File: config.mk
export PLATFORM = sky130hd
export DESIGN_NAME = floor_display_scan
export DESIGN_NICKNAME = d
export VERILOG_FILES = /design/src/rtl/floor_display_scan.sv
export SDC_FILE = /design/constraint.sdc
export NUM_CORES = 1
export LEC_CHECK = 0
export BUFFER_PORTS_ARGS = -buffer_cell sky130_fd_sc_hd__buf_2
export CAP_MARGIN = 20
export CORE_AREA = 3 3 121 76
export CTS_CLUSTER_DIAMETER = 120
export DETAILED_ROUTE_END_ITERATION = 8
export DIE_AREA = 0 0 124 79
export GPL_ROUTABILITY_DRIVEN = 0
export PLACE_DENSITY = 0.57
export SLEW_MARGIN = 30
export SYNTH_ARGS = -nofsm -noshare
export SYNTH_HDL_FRONTEND = slang
export SYNTH_SLANG_ARGS = --single-unit
File: constraint.sdc
create_clock -name clock -period 2.98 [get_ports clock]
set_input_delay 0.447 -clock clock [delete_from_list [all_inputs] [get_ports clock]]
set_output_delay 0.447 -clock clock [all_outputs]
set_load 0.02 [all_outputs]
File: src/rtl/floor_display_scan.sv
// floor_display_scan
// Time-multiplexed seven-segment driver for the elevator floor/status panel.
// NUM_DIGITS hex digits share one a..g bus; one digit is lit per scan slot.
// The first BLANK_CYCLES of every slot keep all anodes off so the previous
// digit's pattern never ghosts onto the next anode. Digits with blink enabled
// go dark during the OFF half of the blink period. Every output is registered,
// one cycle behind the scan state it is derived from.
module floor_display_scan #(
   parameter int NUM_DIGITS   = 4,
   parameter int REFRESH_DIV  = 1000,
   parameter int BLANK_CYCLES = 8,
   parameter int BLINK_FRAMES = 64,
   parameter bit SEG_ACT_LOW  = 1'b0
) (
   input  logic                    clock,
   input  logic                    reset_n,
   input  logic                    load,
   input  logic [4*NUM_DIGITS-1:0] digit_data,
   input  logic [NUM_DIGITS-1:0]   blink_en,
   input  logic [NUM_DIGITS-1:0]   dp_en,
   output logic [6:0]              seg,
   output logic                    dp,
   output logic [NUM_DIGITS-1:0]   an,
   output logic                    frame_tick
);

   localparam int PC_W  = $clog2(REFRESH_DIV);
   localparam int IDX_W = (NUM_DIGITS > 1) ? $clog2(NUM_DIGITS) : 1;
   localparam int FC_W  = (BLINK_FRAMES > 1) ? $clog2(BLINK_FRAMES) : 1;

   localparam logic [PC_W-1:0]  PC_LAST   = PC_W'(REFRESH_DIV - 1);
   localparam logic [IDX_W-1:0] IDX_LAST  = IDX_W'(NUM_DIGITS - 1);
   localparam logic [FC_W-1:0]  FC_LAST   = FC_W'(BLINK_FRAMES - 1);
   localparam logic [PC_W:0]    BLANK_LIM = (PC_W + 1)'(BLANK_CYCLES);

   // Inactive drive level of the segment and decimal-point pins.
   localparam logic [6:0] SEG_OFF = SEG_ACT_LOW ? 7'h7F : 7'h00;
   localparam logic       DP_OFF  = SEG_ACT_LOW;

   // Shadow copy of the display contents, updated only on load.
   logic [4*NUM_DIGITS-1:0] r_data;
   logic [NUM_DIGITS-1:0]   r_blink;
   logic [NUM_DIGITS-1:0]   r_dp;

   // Scan state.
   logic [PC_W-1:0]  r_pc;
   logic [IDX_W-1:0] r_idx;
   logic [FC_W-1:0]  r_frame_cnt;
   logic             r_phase_on;

   logic w_pc_wrap;
   logic w_frame_wrap;
   logic w_blank;
   logic w_dark;
   logic [3:0]            w_digit;
   logic [NUM_DIGITS-1:0] w_an_nxt;
   logic [6:0]            w_seg_nxt;
   logic                  w_dp_nxt;

   // Active-high hex to a..g pattern, seg[6]=a .. seg[0]=g.
   function automatic logic [6:0] f_hex_to_seg(input logic [3:0] hex);
      logic [6:0] pat;
      case (hex)
         4'h0: pat = 7'h7E;
         4'h1: pat = 7'h30;
         4'h2: pat = 7'h6D;
         4'h3: pat = 7'h79;
         4'h4: pat = 7'h33;
         4'h5: pat = 7'h5B;
         4'h6: pat = 7'h5F;
         4'h7: pat = 7'h70;
         4'h8: pat = 7'h7F;
         4'h9: pat = 7'h7B;
         4'hA: pat = 7'h77;
         4'hB: pat = 7'h1F;
         4'hC: pat = 7'h4E;
         4'hD: pat = 7'h3D;
         4'hE: pat = 7'h4F;
         default: pat = 7'h47;
      endcase
      return pat;
   endfunction

   assign w_pc_wrap    = (r_pc == PC_LAST);
   assign w_frame_wrap = w_pc_wrap && (r_idx == IDX_LAST);
   assign w_blank      = ({1'b0, r_pc} < BLANK_LIM);
   assign w_dark       = w_blank || (r_blink[r_idx] && !r_phase_on);
   assign w_digit      = r_data[{r_idx, 2'b00} +: 4];

   // Capture all three display vectors together so a digit set is never torn.
   always_ff @(posedge clock or negedge reset_n) begin
      if (!reset_n) begin
         r_data  <= '0;
         r_blink <= '0;
         r_dp    <= '0;
      end else if (load) begin
         r_data  <= digit_data;
         r_blink <= blink_en;
         r_dp    <= dp_en;
      end
   end

   // Slot prescaler and digit index; the index advances on the last slot cycle.
   always_ff @(posedge clock or negedge reset_n) begin
      if (!reset_n) begin
         r_pc  <= '0;
         r_idx <= '0;
      end else if (w_pc_wrap) begin
         r_pc  <= '0;
         r_idx <= (r_idx == IDX_LAST) ? '0 : r_idx + IDX_W'(1);
      end else begin
         r_pc  <= r_pc + PC_W'(1);
      end
   end

   // Count whole frames and flip the blink phase every BLINK_FRAMES frames.
   always_ff @(posedge clock or negedge reset_n) begin
      if (!reset_n) begin
         r_frame_cnt <= '0;
         r_phase_on  <= 1'b1;
      end else if (w_frame_wrap) begin
         if (r_frame_cnt == FC_LAST) begin
            r_frame_cnt <= '0;
            r_phase_on  <= !r_phase_on;
         end else begin
            r_frame_cnt <= r_frame_cnt + FC_W'(1);
         end
      end
   end

   // Next pin values: dark during blank window or blink-off, else the lit digit.
   always_comb begin
      w_an_nxt  = '1;
      w_seg_nxt = SEG_OFF;
      w_dp_nxt  = DP_OFF;
      if (!w_dark) begin
         w_an_nxt[r_idx] = 1'b0;
         w_seg_nxt       = SEG_ACT_LOW ? ~f_hex_to_seg(w_digit) : f_hex_to_seg(w_digit);
         w_dp_nxt        = SEG_ACT_LOW ? ~r_dp[r_idx] : r_dp[r_idx];
      end
   end

   // Register the pins; frame_tick lands on the first cycle of slot 0.
   always_ff @(posedge clock or negedge reset_n) begin
      if (!reset_n) begin
         an         <= '1;
         seg        <= SEG_OFF;
         dp         <= DP_OFF;
         frame_tick <= 1'b0;
      end else begin
         an         <= w_an_nxt;
         seg        <= w_seg_nxt;
         dp         <= w_dp_nxt;
         frame_tick <= w_frame_wrap;
      end
   end

endmodule

==> metrics.cfg <==
[clock_network]
ctsResizeCount = 0
htreeDepth = 2
clock_path_buffers = 2
clock-root-buffer = clkbuf_16
clk_pin_slew_ns = 0.07
holdBufCountCts = 0
clkSinkCount = 56
cts_made_buffers = 5
cts_tree = yes
cts_setup_buffers = 0
clock_latency_ns = 0.29

[synthesis]
syn_area_per_cell_um2 = 12.6
synth_seq_cells = 56
synth_area_mm2 = 0.00275
yosysWarnings = 0
synth.distinct_cells = 40
ys_seq_area_share_pct = 51.2
synth_edf_count = 0
synthFlopType = dfrtp_1
syn_nets = 257
async_reset_ff_share_pct = 100
synth_cells = 218

[layout]
finish.utilization_pct = 40.0
nNetsFinal = 298
post-route-cell-area_mm2 = 0.00320
area_growth_syn_to_layout_pct = 16.4
layout-drive-gt1-share_pct = 35.4
antenna_cells = 0
fillers = 791

[timing]
tightest_slew_ns = 0.762
final-setup-viol-count = 0
final-hold-violation-count = 0
fin_setup_tns_ns = 0
fin_ws_ns = 0.694
final.min_clock_period_ns = 2.29
slew_headroom_pct = 49.2
finalCritPeriodShare_pct = 76.7
rsz0062_at_grt = no
slew_violations = 0
fmax_ghz = 0.437
fin_skew_ns = 0.00408

[status]
outcome = complete, no violations

[critical_path]
slowest_stage = dfrtp_1
cp-end-kind = flip-flop
timing_worst_setup_path_type = flip-flop to flip-flop
path_buf_inv = 2
slowest_delay_ns = 0.64
cp-start-kind = flip-flop
crit_chain = mux4_2 -> inv_1 -> ha_1 -> inv_1 -> mux4_2 -> nor2_1
crit_family = multiplexers
worstPathArrival_ns = 2.51
cp_max_fo = 10
critPathRequiredTime_ns = 3.20

[placement]
dpl-instance-area_mm2 = 0.00305
dp_hpwl_mm = 3.97
pre_cts_slack_ns = 0.710
port_buffers = 39

[power_and_ir_drop]
powerDensity_mw_per_mm2 = 522
p_leak_uw = 0.00140
power_uw = 1670
ir_worst_vdd_mv = 0.240

[global_route]
grt_pass1_wl_mm = 8.86
grt_antenna_before_repair = 0
top_usage_layer = met1
grt_pass1_vias = 1628
grt_remaining_overflow = 0
grt.met3_usage_pct = 4.13
grt_start_max_net_pins = 35
grtUsageMet2_pct = 12.3
met1_usage_pct = 20.9
grt.total_usage_pct = 12.0

[die]
pin_count = 40
rows = 25
fp.dieW_um = 124
initial_utilization_pct = 34.3
die-area_mm2 = 0.00980
die_h_um = 79
core-area_mm2 = 0.00801

[drt]
drt_first_pass_iters = 4
routed_via_density = 4.74
vias = 1745
ant_nets = 0
wl_per_cell_um = 14.6
dr.first_iter.drc_count = 128
wirelength_mm = 5.37
post-route-drc-count = 0

[flow_run]
cap_violations = 0

[min_path]
worstHoldPathType = primary input to async pin

-- worst reg2reg max path: stages (launching register included) --
cell and delay (ns):
dfrtp_1 0.64, mux4_2 0.64, inv_1 0.17, ha_1 0.18
inv_1 0.05, mux4_2 0.45, nor2_1 0.09
-- layout by cell type (no fill, tap or decap), types with 2 or more instances in the layout --
master | netlist | routed
mux2i_1 | 5 | 5
nor3_1 | 3 | 3
nand2b_1 | 2 | 2
ha_1 | 12 | 12
nand4_1 | 3 | 3
dfstp_2 | 5 | 5
mux2_2 | 29 | 29
mux4_2 | 5 | 5
nand2_1 | 14 | 14
a21oi_1 | 2 | 2
nand3_1 | 7 | 7
buf_2 | 0 | 39
nor2_1 | 15 | 15
a311oi_1 | 2 | 2
inv_1 | 7 | 7
xnor2_1 | 9 | 9
xor2_1 | 4 | 4
a221oi_1 | 3 | 3
nor3b_1 | 4 | 4
mux2i_4 | 2 | 2
o21ai_0 | 9 | 9
dfrtp_1 | 51 | 51
o21a_1 | 2 | 2
nor2b_1 | 2 | 2
clkbuf_16 | 0 | 5
-- registers in the layout (all words and copies together), names as in the netlist --
name,cells
frame_tick,1
an,4
r_pc,10
r_dp,4
r_frame_cnt,6
r_idx,2
seg,7
dp,1
r_phase_on,1
r_data,16
r_blink,4
-- worst paths after layout --
path | end | slack, ns | startpoint | cells past startpoint
worst max-delay path | seg[3]$_DFF_PN0_ | 0.69 | r_idx[0]$_DFFE_PN0N_ | 6
worst max register to register | seg[3]$_DFF_PN0_ | 0.69 | r_idx[0]$_DFFE_PN0N_ | 6
worst min-delay path | seg[2]$_DFF_PN0_ | 0.22 | reset_n | 1
min in group clock | r_data[9]$_DFFE_PN0P_ | 0.38 | digit_data[9] | 2
max in group asynchronous | r_blink[1]$_DFFE_PN0P_ | 1.97 | reset_n | 2
worst min register to register | r_frame_cnt[4]$_DFFE_PN0P_ | 0.48 | r_frame_cnt[4]$_DFFE_PN0P_ | 1
-- cell usage after synthesis (2+ instances only) --
library cell	number	area share, %
clkbuf_1	4	0.55
nand2_1	14	1.9
a311oi_1	2	0.64
mux2i_1	5	1.8
mux2i_4	2	1.6
dfstp_2	5	4.8
nor2b_1	2	0.45
dfrtp_1	51	46
a221oi_1	3	0.96
o21a_1	2	0.55
buf_6	2	0.82
mux4_2	5	4.1
xnor2_1	9	2.9
inv_1	7	0.96
a21oi_1	2	0.36
nand4_1	3	0.68
nor2_1	15	2.0
o21ai_0	9	1.6
xor2_1	4	1.3
ha_1	12	5.5
mux2_2	29	12
nor3_1	3	0.55
nor3b_1	4	1.1
nand3_1	7	1.3
nand2b_1	2	0.45
-- report_power, final --
group	internal [µW]	total, µW	leakage (µW)	switching [µW]
Sequential	811	840	0.000684	29.1
Clock	335	599	0.0000701	264
Combinational	110	230	0.000646	120
Total	1260	1670	0.00140	413
-- routing by layer --
metal	wire length, µm	vias to the layer above	part of all wire (%)
li1	-	857	-
met5	0	-	0
met4	64	0	1.2
met2	1730	53	32
met1	3160	828	59
met3	418	7	7.8
-- area by class of cell --
cell class | count | area (µm²) | area share [%]
tap | 108 | 135 | 4.22
multi-input combinational | 148 | 1270 | 39.8
inverter | 8 | 30.0 | 0.938
timing repair buffer | 40 | 203 | 6.33
clock buffer | 7 | 143 | 4.46
clock inverter | 1 | 7.51 | 0.235
sequential | 56 | 1410 | 44.0
-- stage by stage --
stage	hold slack, ns	cells
6_report	0.222	368
5_1_grt	0.288	368
3_3_place_gp	0.465	360
3_5_place_dp	0.464	360
4_1_cts	0.252	368
2_1_floorplan	0.151	218
-- logic make-up (layout without fill, tap and decap cells) --
family          after synthesis  count (layout)  synth area share [%]
compound gates               23              23                  5.46
xor+xnor                     13              13                  4.14
fa+ha+maj                    12              12                  5.46
buf+inv                      14              56                  2.46
flops                        56              56                  51.2
mux                          43              43                  20.9
simple gates                 57              57                  10.4
Power figures use the tool's default switching activity.
